===== config.mk =====
export PLATFORM = sky130hd
export DESIGN_NAME = ghrd_pio_debounce
export DESIGN_NICKNAME = d
export VERILOG_FILES = /design/src/rtl/ghrd_pio_debounce.sv
export SDC_FILE = /design/constraint.sdc
export NUM_CORES = 1
export LEC_CHECK = 0
export ABC_CLOCK_PERIOD_IN_PS = 1000
export CAP_MARGIN = 10
export CORE_MARGIN = 1
export CORE_UTILIZATION = 31
export CTS_BUF_LIST = sky130_fd_sc_hd__clkbuf_4 sky130_fd_sc_hd__clkbuf_8 sky130_fd_sc_hd__clkbuf_16
export CTS_CLUSTER_DIAMETER = 40
export DETAILED_ROUTE_END_ITERATION = 8
export PLACE_DENSITY = 0.68
export SYNTH_ARGS = -nofsm -noshare
export SYNTH_HDL_FRONTEND = slang
export SYNTH_SLANG_ARGS = --single-unit
export TNS_END_PERCENT = 1

===== constraint.sdc =====
create_clock -name clk_clk -period 1 [get_ports clk_clk]
set_input_delay 0.1 -clock clk_clk [delete_from_list [all_inputs] [get_ports clk_clk]]
set_output_delay 0.1 -clock clk_clk [all_outputs]
set_load 0.005 [all_outputs]

===== src/rtl/ghrd_pio_debounce.sv =====
// WIDTH-bit input PIO bank with synchroniser, debounce, edge capture and irq, plus
// a WIDTH-bit output bank with atomic set/clear. Define PIO_DEBOUNCE_EN to build the debounce counters.
module ghrd_pio_debounce #(
    parameter int unsigned      WIDTH           = 4,
    parameter int unsigned      DEBOUNCE_CYCLES = 50000,
    parameter int unsigned      EDGE_TYPE       = 0,
    parameter logic [WIDTH-1:0] RESET_OUT       = '0
) (
    input  logic             clk_clk,
    input  logic             reset_reset,
    input  logic [2:0]       avs_address,
    input  logic             avs_read,
    input  logic             avs_write,
    input  logic [31:0]      avs_writedata,
    output logic [31:0]      avs_readdata,
    output logic             irq,
    input  logic [WIDTH-1:0] in_port,
    output logic [WIDTH-1:0] out_port
);

    typedef enum logic [1:0] {PRIME_1, PRIME_2, PRIME_LOAD, RUN} prime_t;

    prime_t           state;
    prime_t           state_next;
    logic [WIDTH-1:0] meta;
    logic [WIDTH-1:0] sync;
    logic [WIDTH-1:0] stable;
    logic [WIDTH-1:0] stable_next;
    logic [WIDTH-1:0] edge_cap;
    logic [WIDTH-1:0] edge_next;
    logic [WIDTH-1:0] new_edge;
    logic [WIDTH-1:0] edge_clr;
    logic [WIDTH-1:0] mask;
    logic [WIDTH-1:0] wr_data;
    logic [WIDTH-1:0] rise;
    logic [WIDTH-1:0] fall;
    logic [31:0]      rd_mux;

    assign wr_data = avs_writedata[WIDTH-1:0];

    if (WIDTH < 32) begin : g_unused
        logic unused_wdata;
        assign unused_wdata = ^avs_writedata[31:WIDTH];
    end

`ifdef PIO_DEBOUNCE_EN
    localparam int unsigned    CW       = $clog2(DEBOUNCE_CYCLES + 1);
    localparam logic [CW-1:0]  CNT_LAST = CW'(DEBOUNCE_CYCLES - 1);

    logic [CW-1:0] cnt      [WIDTH];
    logic [CW-1:0] cnt_next [WIDTH];

    always_ff @(posedge clk_clk or posedge reset_reset) begin
        if (reset_reset) begin
            for (int unsigned i = 0; i < WIDTH; i++) cnt[i] <= '0;
        end else begin
            cnt <= cnt_next;
        end
    end
`endif

    // Priming sequencer: stable is loaded straight from sync on the 3rd clock after release.
    always_ff @(posedge clk_clk or posedge reset_reset) begin
        if (reset_reset) state <= PRIME_1;
        else             state <= state_next;
    end

    always_comb begin
        state_next = state;
        case (state)
            PRIME_1:    state_next = PRIME_2;
            PRIME_2:    state_next = PRIME_LOAD;
            PRIME_LOAD: state_next = RUN;
            default:    state_next = RUN;
        endcase
    end

    always_comb begin
        stable_next = stable;
`ifdef PIO_DEBOUNCE_EN
        cnt_next = cnt;
`endif
        if (state == PRIME_LOAD) begin
            stable_next = sync;
        end else if (state == RUN) begin
`ifdef PIO_DEBOUNCE_EN
            for (int unsigned i = 0; i < WIDTH; i++) begin
                if (sync[i] == stable[i]) begin
                    cnt_next[i] = '0;
                end else if (cnt[i] == CNT_LAST) begin
                    stable_next[i] = sync[i];
                    cnt_next[i]    = '0;
                end else begin
                    cnt_next[i] = cnt[i] + 1'b1;
                end
            end
`else
            stable_next = sync;
`endif
        end
    end

    always_comb begin
        rise     = ~stable & stable_next;
        fall     = stable & ~stable_next;
        new_edge = '0;
        if (state == RUN) begin
            case (EDGE_TYPE)
                0:       new_edge = rise;
                1:       new_edge = fall;
                default: new_edge = rise | fall;
            endcase
        end
        edge_clr  = (avs_write && avs_address == 3'd3) ? wr_data : '0;
        // A fresh edge beats a same-cycle write-1-to-clear.
        edge_next = (edge_cap & ~edge_clr) | new_edge;
    end

    always_comb begin
        rd_mux = '0;
        case (avs_address)
            3'd0:    rd_mux[WIDTH-1:0] = stable;
            3'd1:    rd_mux[WIDTH-1:0] = sync;
            3'd2:    rd_mux[WIDTH-1:0] = mask;
            3'd3:    rd_mux[WIDTH-1:0] = edge_cap;
            default: rd_mux = '0;
        endcase
    end

    always_ff @(posedge clk_clk or posedge reset_reset) begin
        if (reset_reset) begin
            meta         <= '0;
            sync         <= '0;
            stable       <= '0;
            edge_cap     <= '0;
            mask         <= '0;
            irq          <= 1'b0;
            avs_readdata <= '0;
            out_port     <= RESET_OUT;
        end else begin
            meta     <= in_port;
            sync     <= meta;
            stable   <= stable_next;
            edge_cap <= edge_next;
            irq      <= |(edge_cap & mask);
            if (avs_read) avs_readdata <= rd_mux;
            if (avs_write) begin
                case (avs_address)
                    3'd0:    out_port <= wr_data;
                    3'd2:    mask     <= wr_data;
                    3'd4:    out_port <= out_port | wr_data;
                    3'd5:    out_port <= out_port & ~wr_data;
                    default: ;
                endcase
            end
        end
    end

endmodule

==> metrics.txt <==
initial antenna violation count=0; Setup-failing EPs final=4; Worst-path clk slew=roughly 0.070 ns; initial DRC count=38; worst min path class=primary input to asynchronous set/reset pin; fin. max-slew vios=0; Clock Latency Late Sink=roughly 0.28 ns; Placer Congestion=roughly 0.8; final setup margin=-0.116 ns; DRC=0; GR Util All Layers=between 10% and 20%; Syn Area/Cell=approximately 12 sq um; Port Buffers=23; crit share post-route=112%; Synth Area in Adders=0%; final wirelength=about 2500 um; Setup crit end kind=flop; hold_buf cts=0; fin area=1980 sq um; Filler Cells Inserted=459; first drt pass iteration count=4; Ys Warns=0; Required @ worst endpoint=approximately 1.2 ns; Cell Rows=25; top-count cell post-synth=dfrtp_1; status=finished with violations; Static Leak=0.935 nW; Sum Neg Setup Slack=-0.408 ns; HPWL Detailed=1930 um; H-tree Lvls=2; Seq cells post-synth=31; PD cells=between 1500 and 2000 nW/um^2; share of cells above drive strength 1=29.8%; Vias/cell=roughly 4.3; most common flop cell mapped by yosys=dfrtp_1; remaining global-route overflow=0; final-stage net count=around 220; top post-synthesis cells by count=dfrtp_1, buf_4, inv_1; Post-Syn Area=approximately 1500 sq um; largest cells by area after synthesis=dfrtp_1, buf_4, mux4_2; CTS root buf=clkbuf_8; Die Y=~72 um; peak supply drop=0.656 mV; data arrival time at the worst-slack endpoint=~1.3 ns; Max-Cap Viols=0; RSZ-0062 raised after global routing=true; Simple-Gate Fraction of Synth Area=around 11%; via count=roughly 1,000; Post-synth ARST share=between 90% and 100%; Compound-Gate Fraction of Synth Area=around 8.7%; Final Non-Filler Cells=235; clk sink count=31; vias in the first global route=slightly below 1,000; synthesis-to-layout area growth=31.0%; area leader, netlist=dfrtp_1; Max Root-Sink Buffers=2; WL/cell=10.8 um; Setup Crit Path Kind=flop to flop; Synth top area share=roughly 51%; CTS tree=yes; post-synthesis sequential area ratio=between 50% and 60%; Post-synth EDFFs=0; Placed Cells incl. Taps=approximately 220; post-synth cell types=25; TritonCTS Buffers=5; failing checks=setup timing; Post-DRT Antenna Nets=0; # diodes=0; die width=71.7 um; CP Max Fanout=3; main combinational cell family by area after synthesis=buffers and inverters; IO Pins=80; hold violation count in the final report=0; Initial Util=between 30% and 40%; cell area after placement=about 1800 sq um; Max Fclk=roughly 0.90 GHz; mux contribution to synthesized area=slightly below 10%; startpoint types=flop; Post-Synth XOR/XNOR Area=0%; die area=about 5100 sq um; Final Critical Period=between 1 and 1.5 ns; Core Area=roughly 4700 sq um; first-pass GRT wire length=4270 um; clock skew=between 0.008 and 0.009 ns; Post-Syn Instances=130; pin count of the biggest net entering global routing=32
[cells by family (layout without fill, tap and decap cells)]
family                 count (synthesis)  count (layout)
other                                  1              28
AOI/OAI and AO/OA                     18              18
buffers and inverters                 44              68
and+or+nand+nor                       27              27
DFF                                   31              31
muxes                                  9               9
[area by class of cell]
type | count | area, sq um | share of cell area [%]
Clock inverter | 2 | 35.0 | 1.77
Tap cell | 54 | 67.6 | 3.42
Clock buffer | 6 | 82.6 | 4.18
Inverter | 13 | 48.8 | 2.47
Sequential cell | 31 | 776 | 39.3
Timing Repair Buffer | 47 | 408 | 20.6
Multi-Input combinational cell | 82 | 558 | 28.2
[routing by layer]
metal | up-vias | track usage, % | routed length (um)
li1 | 483 | - | -
met1 | 475 | 13.1 | 1140
met2 | 38 | 18.3 | 1210
met3 | 4 | 3.80 | 146
met4 | 0 | 5.23 | 42
met5 | - | 0 | 0
[state kept, by name (all words and copies together) (netlist names)]
register	cells
avs_readdata	4
edge_cap	4
mask	4
meta	4
out_port	4
stable	4
sync	4
state	2
irq	1
[placed cells by master, fill, tap and decap left out, drive strengths merged, types with 3 or more instances in the layout]
cell and count:
o21ai 4, dfrtp 31, mux4 4, mux2 4
nand2 11, buf 24, clkdlybuf4s15 6, dlygate4sd2 3
o22ai 4, a32o 4, clkdlybuf4s50 10, a22o 3
conb 28, inv 13, nand3 3, nand2b 6
clkbuf 9
[where the power goes]
| group | switching [mW] | total (mW) | internal [mW] | leakage [nW] |
|---|---|---|---|---|
| logic | 0.222 | 0.557 | 0.335 | 0.523 |
| clock network | 0.468 | 1.27 | 0.805 | 0.0612 |
| registers | 0.0616 | 1.44 | 1.37 | 0.351 |
| total | 0.751 | 3.27 | 2.51 | 0.935 |
[final timing paths]
check / end / slack (ns) / depth (start not counted) / from
max in group asynchronous: state[1]$_DFF_PP0_ / 0.69 / 3 / reset_reset
hold reg to reg: sync[1]$_DFF_PP0_ / 0.35 / 0 / meta[1]$_DFF_PP0_
setup reg to reg: avs_readdata[2]$_DFFE_PP0P_ / -0.12 / 3 / sync[2]$_DFF_PP0_
hold / removal: state[0]$_DFF_PP0_ / 0.14 / 3 / reset_reset
min in group clk_clk: meta[2]$_DFF_PP0_ / 0.25 / 1 / in_port[2]
setup / recovery: avs_readdata[2]$_DFFE_PP0P_ / -0.12 / 3 / sync[2]$_DFF_PP0_
[through the flow]
step	util (%)	hold slack (ns)	setup slack, ns	power [mW]
final	42.1	0.145	-0.116	3.27
after global routing	42.1	0.181	-0.169	3.42
after CTS	42.3	0.144	-0.110	3.30
after detailed placement	38.9	0.341	-0.670	2.01
after global placement	38.9	0.334	-0.595	1.99
after floorplan	-	0.131	-0.0464	1.78
[worst max-delay path, stage by stage (launching register included)]
cell and delay [ns]:
dfrtp_1 0.41, mux4_2 0.47, inv_2 0.07, o22ai_2 0.05
[what timing repair did]
action,4_1_cts,5_1_grt
gates resized for setup,26,10
endpoints found under the setup margin,25,13
buffers inserted,5,0
pin swaps,1,1
(Power assumes the default switching activity.)
